`src/rtl/mult_result_accumulator.sv`:
```
// Accumulator stage behind the 27x18 / SIMD 9x9 decomposed multiplier.
// Finishes the pre-add of the two partial-sum words, then accumulates products
// as one wide value (mode 0) or two independent lanes (mode 1). Each lane has
// saturating or wrapping overflow handling. Finished results go out over a
// valid/ready handshake.
// Width constraint: mode 0 needs ACC_W >= 45, and mode 1 needs LANE_W >= 29.
// Lane 0 values are 29 bits wide.
module mult_result_accumulator #(
  parameter int ACC_W    = 64,
  parameter bit SATURATE = 1'b1
) (
  input  logic             clk,
  input  logic             reset,
  input  logic             in_valid,
  output logic             in_ready,
  input  logic             in_last,
  input  logic [44:0]      result_0,
  input  logic [44:0]      result_1,
  input  logic [3:0]       result_SIMD_carry,
  input  logic             mode,
  input  logic             in_sign,
  output logic             out_valid,
  input  logic             out_ready,
  output logic [ACC_W-1:0] acc_out,
  output logic [1:0]       ovf,
  output logic             mode_err
);

  localparam int LANE_W = ACC_W / 2;

  typedef enum logic [1:0] {IDLE, ACC, DONE} state_t;

  state_t             state_q, state_d;
  logic [ACC_W-1:0]   acc_q, acc_d;
  logic [ACC_W-1:0]   acc_out_q, acc_out_d;
  logic [1:0]         ovf_q, ovf_d;
  logic               mode_err_q, mode_err_d;
  logic               mode_l_q, mode_l_d;
  logic               sign_l_q, sign_l_d;

  logic               accept;
  logic               eff_mode, eff_sign;
  logic [ACC_W-1:0]   acc_base;

  // An IDLE beat opens a new accumulation and uses its own mode/sign.
  // Later beats always use the values latched at open time.
  assign in_ready = (state_q != DONE);
  assign accept   = in_valid && in_ready;
  assign eff_mode = (state_q == IDLE) ? mode    : mode_l_q;
  assign eff_sign = (state_q == IDLE) ? in_sign : sign_l_q;
  // Loading in IDLE is an add onto zero, so that path can never overflow.
  assign acc_base = (state_q == IDLE) ? '0 : acc_q;

  // Pre-add of the partial-sum words. The lane split drops the carry at bit 27.
  logic [44:0] sum_wide;
  logic [26:0] sum_lo;
  logic [17:0] sum_hi;
  logic [28:0] lane0_val;
  logic [19:0] lane1_val;

  assign sum_wide  = result_0 + result_1;
  assign sum_lo    = result_0[26:0] + result_1[26:0];
  assign sum_hi    = result_0[44:27] + result_1[44:27];
  assign lane0_val = {result_SIMD_carry[1:0], sum_lo};
  assign lane1_val = {result_SIMD_carry[3:2], sum_hi};

  // Wide (27x18) accumulation. One extra sum bit carries the overflow information.
  logic [ACC_W-1:0] beat_wide, wide_sat, wide_res;
  logic [ACC_W:0]   wide_sum;
  logic             wide_ovf;

  assign beat_wide = eff_sign ? ACC_W'($signed(sum_wide)) : ACC_W'(sum_wide);
  assign wide_sum  = {eff_sign & acc_base[ACC_W-1], acc_base}
                   + {eff_sign & beat_wide[ACC_W-1], beat_wide};
  assign wide_ovf  = eff_sign ? (wide_sum[ACC_W] ^ wide_sum[ACC_W-1]) : wide_sum[ACC_W];
  assign wide_sat  = !eff_sign     ? {ACC_W{1'b1}} :
                     wide_sum[ACC_W] ? {1'b1, {(ACC_W-1){1'b0}}} :
                                       {1'b0, {(ACC_W-1){1'b1}}};
  assign wide_res  = (SATURATE && wide_ovf) ? wide_sat : wide_sum[ACC_W-1:0];

  // SIMD lanes. Each lane is a fully independent adder with its own clamp.
  logic [LANE_W-1:0] lane_acc  [2];
  logic [LANE_W-1:0] lane_beat [2];
  logic [LANE_W-1:0] lane_res  [2];
  logic [1:0]        lane_ovf;

  assign lane_acc[0]  = acc_base[LANE_W-1:0];
  assign lane_acc[1]  = acc_base[ACC_W-1:LANE_W];
  assign lane_beat[0] = eff_sign ? LANE_W'($signed(lane0_val)) : LANE_W'(lane0_val);
  assign lane_beat[1] = eff_sign ? LANE_W'($signed(lane1_val)) : LANE_W'(lane1_val);

  for (genvar gi = 0; gi < 2; gi++) begin : g_lane
    logic [LANE_W:0]   lsum;
    logic [LANE_W-1:0] lsat;
    assign lsum = {eff_sign & lane_acc[gi][LANE_W-1], lane_acc[gi]}
                + {eff_sign & lane_beat[gi][LANE_W-1], lane_beat[gi]};
    assign lane_ovf[gi] = eff_sign ? (lsum[LANE_W] ^ lsum[LANE_W-1]) : lsum[LANE_W];
    assign lsat = !eff_sign    ? {LANE_W{1'b1}} :
                  lsum[LANE_W] ? {1'b1, {(LANE_W-1){1'b0}}} :
                                 {1'b0, {(LANE_W-1){1'b1}}};
    assign lane_res[gi] = (SATURATE && lane_ovf[gi]) ? lsat : lsum[LANE_W-1:0];
  end

  // Next-state logic and datapath updates for the IDLE/ACC/DONE controller.
  always_comb begin
    state_d    = state_q;
    acc_d      = acc_q;
    acc_out_d  = acc_out_q;
    ovf_d      = ovf_q;
    mode_err_d = mode_err_q;
    mode_l_d   = mode_l_q;
    sign_l_d   = sign_l_q;
    if (accept) begin
      acc_d = eff_mode ? {lane_res[1], lane_res[0]} : wide_res;
      if (state_q == IDLE) begin
        mode_l_d   = mode;
        sign_l_d   = in_sign;
        ovf_d      = 2'b00;
        mode_err_d = 1'b0;
      end else begin
        ovf_d = ovf_q | (eff_mode ? lane_ovf : {1'b0, wide_ovf});
        if ((mode != mode_l_q) || (in_sign != sign_l_q)) begin
          mode_err_d = 1'b1;
        end
      end
      if (in_last) begin
        state_d   = DONE;
        acc_out_d = acc_d;
      end else begin
        state_d = ACC;
      end
    end else if ((state_q == DONE) && out_ready) begin
      state_d = IDLE;
    end
  end

  // State and data registers. Reset discards any open or pending result.
  always_ff @(posedge clk or posedge reset) begin
    if (reset) begin
      state_q    <= IDLE;
      acc_q      <= '0;
      acc_out_q  <= '0;
      ovf_q      <= 2'b00;
      mode_err_q <= 1'b0;
      mode_l_q   <= 1'b0;
      sign_l_q   <= 1'b0;
    end else begin
      state_q    <= state_d;
      acc_q      <= acc_d;
      acc_out_q  <= acc_out_d;
      ovf_q      <= ovf_d;
      mode_err_q <= mode_err_d;
      mode_l_q   <= mode_l_d;
      sign_l_q   <= sign_l_d;
    end
  end

  assign out_valid = (state_q == DONE);
  assign acc_out   = acc_out_q;
  assign ovf       = ovf_q;
  assign mode_err  = mode_err_q;

endmodule
```
`config.mk`:
```
export PLATFORM = sky130hd
export DESIGN_NAME = mult_result_accumulator
export DESIGN_NICKNAME = d
export VERILOG_FILES = /design/src/rtl/mult_result_accumulator.sv
export SDC_FILE = /design/constraint.sdc
export NUM_CORES = 1
export LEC_CHECK = 0
export CAP_MARGIN = 20
export CORE_MARGIN = 1
export CORE_UTILIZATION = 40
export DETAILED_ROUTE_END_ITERATION = 7
export PLACE_DENSITY_LB_ADDON = 0.1
export SLEW_MARGIN = 20
export SYNTH_ARGS = -nofsm -noshare
export SYNTH_HDL_FRONTEND = slang
export SYNTH_SLANG_ARGS = --single-unit
```
`constraint.sdc`:
```
create_clock -name clk -period 6.97 [get_ports clk]
set_input_delay 1.394 -clock clk [delete_from_list [all_inputs] [get_ports clk]]
set_output_delay 1.394 -clock clk [all_outputs]
set_load 0.05 [all_outputs]
```
# Yosys cells after proc, flatten, opt, wreduce, memory -nomap -nowiden
# Index checks and enable logic that the tools add are counted.
# totals
ff_bits	135
in_bits	101
wordCells	60
# classes
add_sub_neg	6
eq_ne	4
muxes	26
bitwise	9
n_reduce_logical	8
# ops
operator	count
$mux W64	6
$mux W32	8
$add A33 B33 Y33	2
$add A65 B65 Y65	1
$add A45 B45 Y45	1
$add A27 B27 Y27	1
$add A18 B18 Y18	1
$mux W2	5
$mux W1	7
$and A1 B1 Y1	5
$reduce_and A2 Y1	2
$reduce_bool A2 Y1	2
$xor A1 B1 Y1	3
$eq A2 B2 Y1 const B	1
$logic_and A1 B1 Y1	2
$logic_not A2 Y1	1
$ne A1 B1 Y1	2
$ne A2 B2 Y1 const B	1
$or A2 B2 Y2	1
$logic_or A1 B1 Y1	1

# Longest topological paths before layout
# depth
word_depth	10
depth_mapped	36

# Worst setup path after synthesis
# Ideal clock, no wire load.
# synth_path
kind	input -> register
from	input result_0[0]
to	register acc_q[0]
setup_ns	0.077
t_arrival_ns	7.906
t_required_ns	6.893
path_slack_ns	-1.014
stages	35
cell_sequence	ha_1 fa_1 a21o_1 a31oi_1 o211ai_1 a31o_2 a21oi_1 o21bai_1 a21oi_1 o21bai_1 a21oi_1 nor2b_1 o21a_1 o31a_1 a21o_1 a21oi_1 xnor2_1 ha_1 clkbuf_1 a21o_1 a2111oi_0 nor2_1 o21bai_1 a31oi_1 a311o_1 a41oi_2 o31ai_2 a21oi_2 xnor2_1 o31ai_4 o21ai_2 and2_1 buf_6 buf_6 a21oi_1
# synth_between
elab_chain_len	8
# synth_lines
item	line_no	source
start, declared	17	input logic [44:0] result_0,
$add A45 B45 Y45	61	assign sum_wide = result_0 + result_1;
$mux W64	72	assign beat_wide = eff_sign ? ACC_W'($signed(sum_wide)) : ACC_W'(sum_wide);
$and A1 B1 Y1	74	+ {eff_sign & beat_wide[ACC_W-1], beat_wide};
$add A65 B65 Y65	74	
$mux W64 / $xor A1 B1 Y1 (equally long branches)	77, 75	
$mux W64 / $mux W1 (equally long branches)	76, 75	
$mux W64	79	assign wide_res = (SATURATE && wide_ovf) ? wide_sat : wide_sum[ACC_W-1:0];
$mux W64 *	114	acc_d = eff_mode ? {lane_res[1], lane_res[0]} : wide_res;
end signal, assigned	141	acc_q <= '0;
end signal, assigned	149	acc_q <= acc_d;
end, declared	34	logic [ACC_W-1:0] acc_q, acc_d;
# Mark *: on every way between the ends. The rest lies on a longest branch, timed or not.
# A chain may end at the register's enable or synchronous reset.

# Worst setup path in the final report
# layout_path
from	input result_0[1]
to	register acc_out_q[43] (netlist: acc_out[43])
# layout_between
elab_chain_len	8
# layout_lines
item	line_no	source
$add A45 B45 Y45 *	61	
$mux W64 *	72	
$and A1 B1 Y1	74	
$add A65 B65 Y65 *	74	
$mux W64 / $xor A1 B1 Y1 (equally long branches)	77, 75	
$mux W64 / $mux W1 (equally long branches)	76, 75	
$mux W64 *	79	
$mux W64 *	114	
end signal, assigned	150	acc_out_q <= acc_out_d;
end, declared	35	logic [ACC_W-1:0] acc_out_q, acc_out_d;
# Marks and branches as above.

==> metrics.yaml <==
route:
  route.vias.total: 16470
  drt-met1-wl_um: 27740
  drt-wirelength-per-cell_um: 20.36
  drc: 0
  dr.pass1.iters: 5
  detail-route-antenna-nets: 0
  via_per_inst: 5.645
  top_layer: "met4"
  wl_um: 59390
  wl_met3_um: 3455
  drtIter0Drc: 1101
  met2_length_um: 26840
power:
  internal_power_mw: 7.011
  swShare_pct: 49.79
  power.switching_mw: 6.953
  p_comb_share_pct: 82.7
  clkPwrFrac_pct: 7.1
  static-leakage-power_nw: 10.80
  power.density_mw_per_mm2: 592.6
  p_seq_share_pct: 10.3
  ir_drop_mv: 0.3563
global_routing:
  grt_start_max_net_pins: 85
  grt_pass1_wl_um: 89390
  antenna_found_initial: 0
  grt_pass1_vias: 16210
  track_usage_pct: 31.87
  grt.overflow.total: 0
logic_synthesis:
  synth_area_mm2: 0.01431
  synthArstFlopShare_pct: 100.0
  synth.distinct_cells: 83
  ys_warn_count: 0
  synth-seq-area-share_pct: 23.60
  ys.flop_type: "dfrtp_1"
  synth_fp_nets: 2047
  synth_seq_cells: 135
  synth-edff-count: 0
  postSynthCellCount: 1802
  avgSynthCellArea_um2: 7.943
finish:
  n_antenna_cell: 0
  regArea_mm2: 0.003378
  area_delta_synth_final_pct: 64.65
  drive_gt1_share_pct: 37.04
  fill_cells: 2901
  stdcell_area_mm2: 0.02357
  multi_input_area_mm2: 0.01243
  fin_nets: 2694
min_path:
  hold_path_class: "reg2reg"
  holdPathStages: 2
  min_from: "acc_q[58]"
  holdPathEnd: "acc_q[58]"
setup_path:
  path_max_fanout: 5
  timing.rr.end: "acc_q[62]"
  cp-end-kind: "flop"
  worstReg2RegStart: "state_q[1]"
  arrival_ns: 8.00
  rrSetupSlack_ns: 1.14
  critPathMaxStageDelay_ns: 0.33
  worst-endpoint-required_ns: 7.33
  cp_common_cell: "a21o_1"
  rr_worst_depth: 20
  slowest_stage: "o31a_1"
  crit_type: "in2reg"
  crit_path_start_kind: "input pin"
timing:
  period_share_pct: 109.7
  setup_ws_ns: -0.6782
  fin_skew_ns: 0.01297
  report.final.slew_viol_count: 0
  setup_viol: 129
  finalCriticalPeriod_ns: 7.648
  fmax_ghz: 0.1308
  grt_setup_unrepaired: "yes"
  slew-limit-headroom_pct: 42.22
  max_slew.worst_pin.slew_ns: 0.8667
  finalHoldViolCount: 0
clock_network:
  htreeDepth: 4
  path_clk_slew_ns: 0.07
  clockBufferDepth: 2
  clock_sinks: 135
  clock_latency_ns: 0.47
  root_buffer: "clkbuf_16"
  cts_tree: "done"
  numCtsBuffers: 17
job:
  cap_violations: 0
die:
  io_pins: 170
  start_util_pct: 41.03
  dieWidth_um: 191.2
  rows: 68
  dieArea_mm2: 0.03654
  core_mm2: 0.03488
  die_h_um: 191.2
placement:
  post-dp-hpwl_um: 41490
  dp_slack_ns: -1.793
  gp_congestion: 0.9243
  io_buffers: 169
  placed_cell_area_mm2: 0.01998
status:
  violations: "negative setup slack"
  status: "complete, but fails checks"
## worst max path at each step
| stage | startpoint | endpoint | slack (ns) | depth (start not counted) |
|---|---|---|---|---|
| after floorplan | result_0[0] | acc_q[16] | -0.46 | 36 |
| after global placement | result_0[0] | acc_out[57] | -1.59 | 35 |
| after detailed placement | result_0[0] | acc_out[59] | -1.79 | 35 |
| after CTS | result_1[0] | acc_out[25] | -0.54 | 36 |
| after global routing | result_1[0] | acc_out[43] | -0.87 | 38 |
| final | result_0[1] | acc_out[43] | -0.68 | 37 |
## registers in the layout, summed over array words and instances (netlist names)
name,flops
sign_l_q,1
acc_q,64
acc_out,64
mode_l_q,1
ovf,2
state_q,2
mode_err,1
## layout make-up
| cell class | count | area share, % |
|---|---|---|
| tap | 455 | 2.416 |
| multi-input combinational | 1534 | 52.75 |
| sequential | 135 | 14.34 |
| clock buffer | 17 | 1.805 |
| clock inverter | 15 | 0.7805 |
| timing repair buffer | 709 | 27.06 |
| inverter | 52 | 0.8495 |
## per-stage QoR
stage                     util, %  power [mW]  cells  setup TNS (ns)  hold WS [ns]
after floorplan                 -       6.560   1802          -44.95        0.4402
after CTS                   64.31       12.77   2887          -59.94        0.4775
after global placement      57.27       9.897   2797         -192.28        0.4555
final                       67.55       13.96   2917          -71.96        0.4752
after global routing        67.55       14.73   2917         -102.12        0.4984
after detailed placement    57.27       9.987   2797         -207.85        0.4637
## metal layers
metal / global-route usage [%] / up-vias
met3: 3.837 / 97
met2: 50.68 / 526
met1: 45.12 / 7946
met5: 0 / -
li1: - / 7897
met4: 8.974 / 0
## synth_stat cells, types with 4 or more instances
cell / n / area, um^2
mux2i_1: 9 / 90.09
a21o_1: 82 / 615.6
nor2b_1: 13 / 81.33
o41ai_1: 4 / 35.03
xor2_1: 53 / 464.2
dfrtp_1: 135 / 3378
o21ai_1: 5 / 25.02
fa_1: 4 / 80.08
o21a_1: 18 / 135.1
a31oi_1: 21 / 131.4
ha_1: 140 / 1752
a211o_1: 9 / 78.83
and4_1: 6 / 52.55
nand3_1: 38 / 190.2
a311oi_1: 5 / 43.79
o22a_1: 7 / 61.31
o21bai_1: 18 / 135.1
o22ai_1: 7 / 43.79
nand4_1: 20 / 125.1
a221o_1: 8 / 80.08
nor2_1: 141 / 529.3
inv_1: 51 / 191.4
a21oi_2: 5 / 43.79
buf_2: 17 / 85.08
nor3_1: 21 / 105.1
a211oi_1: 18 / 135.1
or2_2: 7 / 43.79
mux2_2: 21 / 236.5
o21ai_0: 73 / 365.4
and3_1: 13 / 81.33
a21oi_1: 244 / 1221
nand2_1: 190 / 713.2
o31a_1: 5 / 43.79
nand2b_1: 13 / 81.33
o211ai_1: 14 / 105.1
and2_1: 73 / 456.7
clkbuf_1: 58 / 217.7
xnor2_1: 98 / 858.3
or3_1: 6 / 37.54
o31ai_1: 47 / 352.8
a31o_2: 4 / 35.03
buf_6: 5 / 56.30
a2111oi_0: 8 / 70.07
## power groups by stage
stage	Sequential, mW	Clock [mW]	Combinational [mW]
5_1_grt	1.47	1.02	12.2
4_1_cts	1.43	0.992	10.3
6_report	1.44	0.985	11.5
3_5_place_dp	1.44	0	8.55
3_3_place_gp	1.43	0	8.47
2_1_floorplan	2.01	0	4.55
## what timing repair did
item,in CTS,in global routing
hold buffers,0,0
endpoints found under the setup margin,130,130
setup buffers,46,35
resized for setup,290,202
pin swaps,109,116
cloned,14,3
## layout by cell type, fill, tap and decap left out, types with 20 or more instances in the layout
cell / count
nor2_1: 129
o21ai_0: 48
xnor2_1: 91
o31ai_2: 21
a21oi_2: 82
clkdlybuf4s50_1: 143
a21o_1: 82
buf_4: 471
and2_1: 70
buf_12: 20
dfrtp_1: 135
xor2_1: 52
nand4_1: 20
a21oi_1: 135
buf_6: 36
a21oi_4: 32
nand3_1: 31
inv_1: 47
nand2_1: 161
ha_1: 123
o31ai_1: 26
## worst max-delay path, delay by kind of cell
family / cells / cell delay (ns)
buffers and inverters: 7 / 0.94
adder cells (fa/ha/maj): 2 / 0.56
AND/OR/NAND/NOR: 3 / 0.46
AO/OA/AOI/OAI: 23 / 4.34
XOR/XNOR: 2 / 0.26
## cells by family (layout without fill, tap and decap cells)
logic type,Yosys count,after routing,share of synthesized area (%)
adders and majority gates,144,144,12.80
muxes,30,30,2.282
AOI/OAI and AO/OA,654,654,29.87
buffers and inverters,134,793,3.934
and+or+nand+nor,554,555,18.27
DFF,135,135,23.60
xor gates and xnor gates,151,151,9.240
Note: power is estimated with default switching activity, not from simulation.
==> edit (same flow settings) <==
Change the parameter `ACC_W` from 64 to 128.
--- a/src/rtl/mult_result_accumulator.sv
+++ b/src/rtl/mult_result_accumulator.sv
@@ -6,7 +6,7 @@
 // Width constraint: mode 0 needs ACC_W >= 45, and mode 1 needs LANE_W >= 29.
 // Lane 0 values are 29 bits wide.
 module mult_result_accumulator #(
-  parameter int ACC_W    = 64,
+  parameter int ACC_W    = 128,
   parameter bit SATURATE = 1'b1
 ) (
   input  logic             clk,
Interface: changed (resized acc_out); port bits go from 170 to 234. No check against the original RTL was run, so the function may have changed too.
==> edit against the original RTL <==
The run still ends with setup timing left. Sequential cell count increased by 128. Die area up 96%. Sequential share of layout area up 0.62 points. Critical path depth rose by 2. Setup slack worse by 0.65 ns. Clock skew increased by 0.017 ns. Cell count increased by 96%. First-iteration DRC count is 99% higher. Final area is 87% higher. Power up 87%. Via count grew 94%. Routed wire length rose by 100%. Synthesized area rose by 97%.
==> edit: results (changes against the original RTL) <==
Global routing
  – Tot GR Track Use: 32.20% (+0.32 points)
  – Met2 Usage GRT: 55.98% (+5.3 points)
  – Met3 usage: 2.869% (-0.97 points)
  – First-pass GRT wire length: 178800 um (+100%)
  – Largest net degree at the start of global routing: 127 (+49%)
  – Initial antenna violation count: 1 (+1)
  – Vias in the first global route: 31430 (+94%)
  – M1 GR Usage: 41.11% (-4.0 points)

Synth
  – Commonest cells post-synth: nand2_1 (399), a21oi_1 (335), o21ai_0 (273)
  – Post-Syn Nets: 3897 (+90%)
  – Post-synthesis mux area share: 5.362% (+3.1 points)
  – Synth Area in Compound Gates: 28.52% (-1.3 points)
  – Top cells by area, synth: dfrtp_1 (23%), ha_1 (11%), xnor2_1 (6.1%)
  – Register area share after synthesis: 23.31% (-0.29 points)

Run status
  – Failing checks: setup timing
  – Status: finished with violations

Timing
  – Final WS setup: -1.323 ns (-0.6450 ns)
  – Worst-Margin Slew: 0.9901 ns (+0.1234 ns)
  – Count of final setup violators: 257 (+99%)
  – Hold_ws: 0.4687 ns (-0.006449 ns)

Power and ir drop
  – Peak VDD IR: 0.3845 mV (+7.9%)
  – Pint: 13470 uW (+92%)
  – Combinational power: 21500 uW (+87%)
  – Clock network power: 1880 uW (+91%)

Detailed routing
  – Met2 WL post-DR: 56710 um (+110%)
  – Met1 wire length: 51340 um (+85%)
  – Initial DRC Count: 2195 (+99%)
  – Final WL: 118800 um (+100%)
  – DR vias: 32000 (+94%)

CTS
  – Post-CTS setup buffers: 80 (+74%)
  – Bufs on Longest Clock Path: 3 (+1)
  – CTS H-Tree Depth: 2 (-2)
  – Post-CTS Resized: 420 (+45%)

Worst setup path
  – Worst-path cell with the longest stage delay: fa_2
  – Worst setup path startpoint: result_1[0]
  – CP peak stage delay: 0.41 ns (+0.08 ns)
  – Reg2reg end: acc_q[35]
  – Worst-case register-to-register setup slack: 0.38 ns (-0.76 ns)
  – Critical-path maximum fanout: 7 (+2)
  – Reg2Reg Launch Point: state_q[0]
  – Critical path arrival: 8.73 ns (+0.73 ns)

Placed design
  – Post-place setup slack: -2.963 ns (-1.170 ns)
  – Gpl congestion: 0.9942 (+7.6%)
  – Placed instance area: 39010 um2 (+95%)
  – Placed insts: 5524 (+97%)

Cells and area
  – Fillers: 6204 (+110%)
  – NumNets Final: 5094 (+89%)

Worst hold path
  – Hold Startpoint: acc_q[63]
-- edit: changes by cell type after synthesis, moves of 51 or more --
| cell | delta |
|---|---|
| ha_1 | +108 |
| and2_1 | +51 |
| xnor2_1 | +99 |
| a21o_1 | +72 |
| nor2_1 | +61 |
| a21oi_1 | +91 |
| nand2_1 | +209 |
| dfrtp_1 | +128 |
| o21ai_0 | +200 |
| mux2_2 | +101 |
| clkbuf_1 | +67 |
-- edit: area by class of cell --
| class | count | area, um2 | area share [%] |
|---|---|---|---|
| Antenna cell | 1 | 2.502 | 0.005688 |
| Clock buffer | 50 | 1012 | 2.301 |
| Clock inverter | 10 | 146.4 | 0.3327 |
| Inverter | 101 | 390.4 | 0.8873 |
| Multi-Input combinational cell | 3011 | 23180 | 52.69 |
| Sequential cell | 263 | 6581 | 14.96 |
| Tap cell | 940 | 1176 | 2.673 |
| Timing Repair Buffer | 1330 | 11500 | 26.15 |
